**config.mk**
```make
export PLATFORM = sky130hd
export DESIGN_NAME = regfile_wb_arbiter_flat
export DESIGN_NICKNAME = d
export VERILOG_FILES = /design/src/rtl/regfile_wb_arbiter_if.sv /design/src/rtl/regfile_wb_arbiter.sv /design/src/flat_wrapper.sv
export SDC_FILE = /design/constraint.sdc
export NUM_CORES = 1
export LEC_CHECK = 0
export BUFFER_PORTS_ARGS = -buffer_cell sky130_fd_sc_hd__buf_4
export CAP_MARGIN = 20
export CORE_UTILIZATION = 44
export CTS_CLUSTER_DIAMETER = 30
export CTS_CLUSTER_SIZE = 16
export DETAILED_ROUTE_END_ITERATION = 12
export PLACE_DENSITY = 0.78
export SKIP_LAST_GASP = 1
export SYNTH_ARGS = -nofsm -noshare
export SYNTH_HDL_FRONTEND = slang
export SYNTH_SLANG_ARGS = --single-unit
```
**constraint.sdc**
```tcl
create_clock -name clk -period 1.8 [get_ports clk]
set_input_delay 0.27 -clock clk [delete_from_list [all_inputs] [get_ports clk]]
set_output_delay 0.27 -clock clk [all_outputs]
set_load 0.005 [all_outputs]
```
**src/rtl/regfile_wb_arbiter_if.sv**
```systemverilog
// Writeback arbiter bundle: ALU/MEM writeback handshakes, decode issue/hazard-check signals and
// the register_file write port.
interface regfile_wb_arbiter_if #(
    parameter int unsigned XLEN     = 32,
    parameter int unsigned ADDR_W   = 5,
    parameter int unsigned NUM_REGS = 32
);
    logic                issue_valid;
    logic [ADDR_W-1:0]   issue_rd;
    logic                alu_valid;
    logic                alu_ready;
    logic [ADDR_W-1:0]   alu_rd;
    logic [XLEN-1:0]     alu_data;
    logic                mem_valid;
    logic                mem_ready;
    logic [ADDR_W-1:0]   mem_rd;
    logic [XLEN-1:0]     mem_data;
    logic                rf_write_enable;
    logic [ADDR_W-1:0]   rf_write_addr;
    logic [XLEN-1:0]     rf_write_data;
    logic [ADDR_W-1:0]   chk_rs1;
    logic [ADDR_W-1:0]   chk_rs2;
    logic                stall;
    logic [NUM_REGS-1:0] busy_mask;

    // Arbiter side
    modport slave (
        input  issue_valid, issue_rd,
        input  alu_valid, alu_rd, alu_data,
        input  mem_valid, mem_rd, mem_data,
        input  chk_rs1, chk_rs2,
        output alu_ready, mem_ready,
        output rf_write_enable, rf_write_addr, rf_write_data,
        output stall, busy_mask
    );

    // Pipeline / register_file side
    modport master (
        output issue_valid, issue_rd,
        output alu_valid, alu_rd, alu_data,
        output mem_valid, mem_rd, mem_data,
        output chk_rs1, chk_rs2,
        input  alu_ready, mem_ready,
        input  rf_write_enable, rf_write_addr, rf_write_data,
        input  stall, busy_mask
    );
endinterface

```
**src/rtl/regfile_wb_arbiter.sv**
```systemverilog
// Round-robin arbiter sharing the register_file write port between ALU and MEM writeback,
// with a registered write stage and a pending-write scoreboard driving the decode stall.
module regfile_wb_arbiter #(
    parameter int unsigned XLEN      = 32,
    parameter int unsigned ADDR_W    = 5,
    parameter int unsigned NUM_REGS  = 32,
    parameter bit          MEM_FIRST = 1'b1
) (
    input logic                clk,
    input logic                reset_n,
    regfile_wb_arbiter_if.slave bus
);

    logic                grant_alu;
    logic                grant_mem;
    logic                granted;
    logic [ADDR_W-1:0]   grant_rd;
    logic [XLEN-1:0]     grant_data;

    logic                pref_mem_q, pref_mem_d;
    logic                we_q, we_d;
    logic [ADDR_W-1:0]   addr_q, addr_d;
    logic [XLEN-1:0]     data_q, data_d;
    logic [NUM_REGS-1:0] busy_q, busy_d;

    always_comb begin
        grant_mem  = bus.mem_valid & (~bus.alu_valid | pref_mem_q);
        grant_alu  = bus.alu_valid & ~grant_mem;
        granted    = grant_alu | grant_mem;
        grant_rd   = grant_mem ? bus.mem_rd   : bus.alu_rd;
        grant_data = grant_mem ? bus.mem_data : bus.alu_data;

        // Preference only rotates when both sources actually contended
        pref_mem_d = (bus.alu_valid & bus.mem_valid) ? ~pref_mem_q : pref_mem_q;

        we_d   = granted & (grant_rd != '0);
        addr_d = addr_q;
        data_d = data_q;
        if (granted) begin
            addr_d = grant_rd;
            data_d = grant_data;
        end

        // Set is applied after clear so a newer in-flight writer wins
        busy_d = busy_q;
        if (we_d) busy_d[grant_rd] = 1'b0;
        if (bus.issue_valid && bus.issue_rd != '0) busy_d[bus.issue_rd] = 1'b1;
        busy_d[0] = 1'b0;
    end

    always_ff @(posedge clk or negedge reset_n) begin
        if (!reset_n) begin
            pref_mem_q <= MEM_FIRST;
            we_q       <= 1'b0;
            addr_q     <= '0;
            data_q     <= '0;
            busy_q     <= '0;
        end else begin
            pref_mem_q <= pref_mem_d;
            we_q       <= we_d;
            addr_q     <= addr_d;
            data_q     <= data_d;
            busy_q     <= busy_d;
        end
    end

    assign bus.alu_ready       = grant_alu;
    assign bus.mem_ready       = grant_mem;
    assign bus.rf_write_enable = we_q;
    assign bus.rf_write_addr   = addr_q;
    assign bus.rf_write_data   = data_q;
    assign bus.busy_mask       = busy_q;
    assign bus.stall           = ((bus.chk_rs1 != '0) & busy_q[bus.chk_rs1]) |
                                 ((bus.chk_rs2 != '0) & busy_q[bus.chk_rs2]);

endmodule

```
**src/flat_wrapper.sv**
```systemverilog
// flat-port wrapper written by rule: the top's interface ports become plain ports
module regfile_wb_arbiter_flat 
#(
    parameter int unsigned XLEN      = 32,
    parameter int unsigned ADDR_W    = 5,
    parameter int unsigned NUM_REGS  = 32,
    parameter bit          MEM_FIRST = 1'b1
)
  (clk, reset_n, bus_issue_valid, bus_issue_rd, bus_alu_valid, bus_alu_rd, bus_alu_data, bus_mem_valid, bus_mem_rd, bus_mem_data, bus_chk_rs1, bus_chk_rs2, bus_alu_ready, bus_mem_ready, bus_rf_write_enable, bus_rf_write_addr, bus_rf_write_data, bus_stall, bus_busy_mask);
  regfile_wb_arbiter_if #(.XLEN(XLEN), .ADDR_W(ADDR_W), .NUM_REGS(NUM_REGS)) bus_i ();
  input logic clk;
  input logic reset_n;
  input wire logic [$bits(bus_i.issue_valid)-1:0] bus_issue_valid;
  input wire logic [$bits(bus_i.issue_rd)-1:0] bus_issue_rd;
  input wire logic [$bits(bus_i.alu_valid)-1:0] bus_alu_valid;
  input wire logic [$bits(bus_i.alu_rd)-1:0] bus_alu_rd;
  input wire logic [$bits(bus_i.alu_data)-1:0] bus_alu_data;
  input wire logic [$bits(bus_i.mem_valid)-1:0] bus_mem_valid;
  input wire logic [$bits(bus_i.mem_rd)-1:0] bus_mem_rd;
  input wire logic [$bits(bus_i.mem_data)-1:0] bus_mem_data;
  input wire logic [$bits(bus_i.chk_rs1)-1:0] bus_chk_rs1;
  input wire logic [$bits(bus_i.chk_rs2)-1:0] bus_chk_rs2;
  output wire logic [$bits(bus_i.alu_ready)-1:0] bus_alu_ready;
  output wire logic [$bits(bus_i.mem_ready)-1:0] bus_mem_ready;
  output wire logic [$bits(bus_i.rf_write_enable)-1:0] bus_rf_write_enable;
  output wire logic [$bits(bus_i.rf_write_addr)-1:0] bus_rf_write_addr;
  output wire logic [$bits(bus_i.rf_write_data)-1:0] bus_rf_write_data;
  output wire logic [$bits(bus_i.stall)-1:0] bus_stall;
  output wire logic [$bits(bus_i.busy_mask)-1:0] bus_busy_mask;
  assign bus_i.issue_valid = bus_issue_valid;
  assign bus_i.issue_rd = bus_issue_rd;
  assign bus_i.alu_valid = bus_alu_valid;
  assign bus_i.alu_rd = bus_alu_rd;
  assign bus_i.alu_data = bus_alu_data;
  assign bus_i.mem_valid = bus_mem_valid;
  assign bus_i.mem_rd = bus_mem_rd;
  assign bus_i.mem_data = bus_mem_data;
  assign bus_i.chk_rs1 = bus_chk_rs1;
  assign bus_i.chk_rs2 = bus_chk_rs2;
  assign bus_alu_ready = bus_i.alu_ready;
  assign bus_mem_ready = bus_i.mem_ready;
  assign bus_rf_write_enable = bus_i.rf_write_enable;
  assign bus_rf_write_addr = bus_i.rf_write_addr;
  assign bus_rf_write_data = bus_i.rf_write_data;
  assign bus_stall = bus_i.stall;
  assign bus_busy_mask = bus_i.busy_mask;
  regfile_wb_arbiter #(.XLEN(XLEN), .ADDR_W(ADDR_W), .NUM_REGS(NUM_REGS), .MEM_FIRST(MEM_FIRST)) u_core (.clk(clk), .reset_n(reset_n), .bus(bus_i));
endmodule
```
-- Yosys cells after proc, flatten, opt, wreduce, memory -nomap -nowiden
Cells that the tools add are included.
- bits in registers: 70
- input port bits: 94
- logic and storage cells: 45
- magnitude comparators: 6
- multiplexer cells: 12
- bitwise operators: 15
- reductions and logical operators: 7
- operators with widths (cell ; number):
    32-bit two-way mux ; 3
    32-bit bitwise AND ; 1
    32-bit NOT ; 1
    32-bit OR ; 1
    5-bit by 6-bit < comparator with 1-bit output (second input constant) ; 4
    5-bit nonzero test ; 4
    1-bit binary-select mux with 5-bit select ; 2
    1-bit demux with 5-bit select ; 2
    5-bit by 1-bit greater-or-equal comparator with 1-bit output (second input constant) ; 2
    1-bit bitwise AND ; 6
    5-bit two-way mux ; 1
    1-bit two-way mux ; 4
    1-bit logical AND ; 3
    1-bit NOT ; 3
    1-bit OR ; 3

-- Longest topological paths before layout
- depth after elaboration: 13
- mapped depth: 8
- gate-level depth less buffers: 6

-- Worst setup path before layout
No wires, ideal clock.
- path type: register -> register
- start point: register u_core.pref_mem_q
- end point: register u_core.busy_q[10] (netlist: u_core.bus.busy_mask[10])
- library setup time: 0.133 ns
- data arrival time: 1.692 ns
- required time: 1.667 ns
- setup slack: -0.025 ns
- cell stages (with the launch flop): 9
- buffers on the path: 2
- clock period less this slack: 1.825 ns
- cell sequence: dfstp_2 nand2b_1 buf_6 nand2_8 inv_6 mux2_4 buf_6 o31ai_1 o21ai_0
- cells in the longest elaborated chain, start to end: 12
- ends and longest elaborated chain (element ; line ; source):
    start, declared ; regfile_wb_arbiter.sv:20 ; logic pref_mem_q, pref_mem_d;
    start signal, assigned ; regfile_wb_arbiter.sv:59 ; pref_mem_q <= pref_mem_d;
    1-bit OR * ; regfile_wb_arbiter.sv:27 ; grant_mem = bus.mem_valid & (~bus.alu_valid | pref_mem_q);
    1-bit bitwise AND * ; regfile_wb_arbiter.sv:27 ;
    5-bit two-way mux ; regfile_wb_arbiter.sv:30 ; grant_rd = grant_mem ? bus.mem_rd : bus.alu_rd;
    5-bit by 6-bit < comparator with 1-bit output (implied by the code) / 5-bit by 1-bit greater-or-equal comparator with 1-bit output (equally long branches) ; regfile_wb_arbiter.sv:46 ; if (we_d) busy_d[grant_rd] = 1'b0;
    1-bit logical AND (implied by the code) ; regfile_wb_arbiter.sv:46 ;
    1-bit two-way mux (implied by the code) ; regfile_wb_arbiter.sv:46 ;
    1-bit demux with 5-bit select ; -- ;
    32-bit NOT (no source line) ; -- ;
    32-bit bitwise AND (no source line) ; -- ;
    32-bit two-way mux * ; regfile_wb_arbiter.sv:46 ;
    32-bit OR (no source line) ; -- ;
    32-bit two-way mux * ; regfile_wb_arbiter.sv:47 ; if (bus.issue_valid && bus.issue_rd != '0) busy_d[bus.issue_rd] = 1'b1;
    named net u_core.busy_d[10] ; regfile_wb_arbiter.sv:24 ; logic [NUM_REGS-1:0] busy_q, busy_d;
    end signal, assigned ; regfile_wb_arbiter.sv:63 ; busy_q <= busy_d;
    end, declared ; regfile_wb_arbiter.sv:24 ;
The timed path passes the listed nets; every way through them passes the cells marked *.
A chain may end at the register's enable or synchronous reset.

-- Final worst setup path
- start point: register u_core.busy_q[29] (netlist: u_core.bus.busy_mask[29])
- end point: output bus_stall
- cells in the longest elaborated chain, start to end: 4
- ends and longest elaborated chain (element ; line ; source):
    1-bit binary-select mux with 5-bit select, on equally long branches ; regfile_wb_arbiter.sv:73, regfile_wb_arbiter.sv:74 ;
    1-bit two-way mux, on equally long branches ; regfile_wb_arbiter.sv:73, regfile_wb_arbiter.sv:74 ;
    1-bit bitwise AND, on equally long branches ; regfile_wb_arbiter.sv:73, regfile_wb_arbiter.sv:74 ;
    1-bit OR * ; regfile_wb_arbiter.sv:73 ; assign bus.stall = ((bus.chk_rs1 != '0) & busy_q[bus.chk_rs1]) |
    end, declared ; flat_wrapper.sv:28 ; output wire logic [$bits(bus_i.stall)-1:0] bus_stall;
Every way passes the cells marked *; elsewhere a longest branch is shown, timed or not. The select of a mux whose other input is x is not followed.

==> run summary <==
worst-path fanout max: 3
CTS max path bufs: 2
ant diodes: 0
Detail Route Antenna Nets: 0
Commonest cells post-synth: 69 x dfrtp_1, 60 x o21ai_0, 39 x nand2_1, 34 x mux2i_1, 28 x o31ai_1
Ports: 167
hpwl dp: 9410 microns
CTS root buffer: clkbuf_8
total power: 7.12 mW
Cell variety after synth: 55
flop-to-flop setup slack: -80 ps
placed standard-cell area: 5590 sq um
Most used DFF post-synth: dfrtp_1
port bufs: 165
gr usage total: 27.9%
DR WL/cell: 18.5 microns
worst endpoint data arrival time: 1960 ps
clock network power share: 18.5%
die span in y: 96.9 microns
Worst-Margin Slew: 555 ps
Power Dens Cells: 1120 nW/um^2
post-synth top area cell: dfrtp_1
clk sink count: 70
CP Class: register to primary output
status: complete, but fails checks
ranking of synthesized cells by area: dfrtp_1 44%, mux2i_1 8.6%, o21ai_0 7.6%, o31ai_1 5.3%, mux4_2 5.1%
Synthesis Warnings: 0
Final Critical Period: 2230 ps
core footprint: 8720 sq um
Die Span X: 96.9 microns
# setup viols final: 20
Worst Clk Skew: 5.13 ps
Slew Viols, Final: 0
first-pass GRT wire length: 20700 microns
max_slew headroom: 62.5%
sw frac: 34.1%
pre-CTS worst setup slack: -213 ps
Static Leak: 2.90 nW
internal power: 4.70 mW
Final Hold Viols: 0
Yosys top cell area share: 43.6%
max cap viols: 0
Critical Path End Type: primary output
CTS tree: done
Die ar.: 9380 sq um
largest net degree at the start of global routing: 71
syn_area_per_cell: 10.3 sq um
most frequent cell after synthesis: dfrtp_1
synthesized instance count: 384
Max VDD drop: 0.579 mV
Final WS setup: -427 ps
max frequency: 449 MHz
crit path launch type: register
hold crit path type: primary input to register
GRT overflow: 0
Reg power frac: 34.7%
combinational power share: 46.8%
vias: 4057
Worst-Skew Late Latency: 340 ps
dpl cells: 680
DRT Wirelength: 13200 microns
final non-filler cell total: 710
vias in the first global route: 4084
Syn-to-layout area delta: 61.3%
fin crit share: 124%
row count: 34
Initial DRC Count: 224
FF+latch count, synth: 70
vias per inst: 5.71
P_sw: 2.43 mW
Pre-antenna DRT Iters: 4
RD Place Congestion: 0.920
Util after Layout: 73.2%
final instance area: 6390 sq um
number of synthesized flops with an enable pin: 0
DRC viols: 0
Mapped Nets: 478
Max H-tree Level: 3
Synth Cell Area: 3960 sq um
starting density of the core: 45.4%
Async S/R FF share, synth: 100%
failing checks: setup timing
CP required: 1530 ps
TritonCTS buffer count: 9
fin nets: 691
Seq/Total Area, Yosys: 44.3%
RSZ-0062 raised after global routing: yes
initial antenna violation count: 0
share of layout cells above drive strength 1: 52.3%
clock-pin slew on the worst setup and hold paths: 80 ps
[state kept, by name (all words and copies together), names as in the netlist]
name,count
u_core.pref_mem_q,1
u_core.bus.rf_write_enable,1
u_core.bus.busy_mask,31
u_core.bus.rf_write_addr,5
u_core.bus.rf_write_data,32
[critical path, cell delays in order (launching register included)]
cell and delay (ps):
dfrtp_1 400, buf_6 130, mux2_2 270, o211ai_1 220
a221oi_2 60, nor4_2 280, nand3_1 110, buf_4 140
[cells in the final DEF (no fill, tap or decap), types with 2 or more instances in the layout]
cell	instances
o21ai_4	3
o31ai_2	12
mux2_2	5
o31ai_1	5
a21oi_2	3
nand2b_1	5
a31oi_4	2
buf_4	202
a2111oi_0	3
nor4b_1	2
or3b_2	2
nor2b_1	6
mux4_2	9
inv_1	8
o31ai_4	11
inv_2	2
o21ai_0	37
nand2_1	39
mux2i_1	34
a311oi_1	2
dfrtp_1	67
nand3_1	4
a2111oi_1	2
nor2_1	14
dfrtp_2	2
o21ai_1	24
buf_12	5
nand3_4	2
clkbuf_8	11
buf_8	2
o211ai_1	4
a211oi_1	3
buf_6	16
nand3b_1	5
a21oi_1	4
o22ai_1	6
clkbuf_1	2
[metal layers]
layer	wire (microns)	part of all wire (%)	track usage, %	vias to the layer above
met5	0	0	0	-
met4	257	2.0	11.6	0
met3	1080	8.2	7.15	23
met2	6800	52	48.2	202
met1	5020	38	32.8	1971
li1	-	-	-	1861
[per-stage QoR]
stage	hold WS, ps	setup TNS (ps)
finish	125	-1130
global route	119	-2850
CTS	114	-966
detailed placement	310	-1170
global placement	303	-211
floorplan	-25.6	-59.3
[path summary, 6_finish.rpt]
path,startpoint,to,depth (start not counted)
max,u_core.bus.busy_mask[29]$_DFF_PN0_,bus_stall,7
min,bus_mem_data[25],u_core.bus.rf_write_data[25]$_DFFE_PN0P_,3
max reg2reg,u_core.pref_mem_q$_DFFE_PN1P_,u_core.bus.busy_mask[4]$_DFF_PN0_,6
min reg2reg,u_core.bus.rf_write_addr[0]$_DFFE_PN0P_,u_core.bus.rf_write_addr[0]$_DFFE_PN0P_,2
max in group asynchronous,reset_n,u_core.pref_mem_q$_DFFE_PN1P_,3
min in group asynchronous,reset_n,u_core.bus.rf_write_data[16]$_DFFE_PN0P_,3
[what timing repair did]
item	CTS	global route
hold endpoints to repair	69	0
setup buffers	6	5
hold buffers	1	0
pin swaps	12	25
setup endpoints to repair	32	33
gates resized for setup	37	66
gates cloned	1	1
[kinds of logic after synthesis]
group / count (synthesis) / synth area share, %
buf+inv: 37 / 4.84
other cells: 1 / 0.0947
compound gates: 131 / 21.6
simple gates: 93 / 12.6
mux: 51 / 16.4
xor+xnor: 1 / 0.221
flops: 70 / 44.3
[power by group through the flow]
stage	registers (mW)	logic [mW]	clock network, mW
floorplan	2.45	1.10	0
global placement	2.42	2.70	0
detailed placement	2.44	2.78	0
CTS	2.43	3.01	1.32
global route	2.52	3.58	1.40
finish	2.47	3.33	1.32
[layout make-up]
cell class / count / area [sq um]
clock buffers: 13 / 159
multi-input cells: 277 / 2370
well taps: 108 / 135
fillers: 600 / 2330
repair buffers: 228 / 1870
flip-flops and latches: 70 / 1760
clock inverters: 3 / 42.5
inverters: 11 / 48.8
Power figures use the tool's default switching activity.
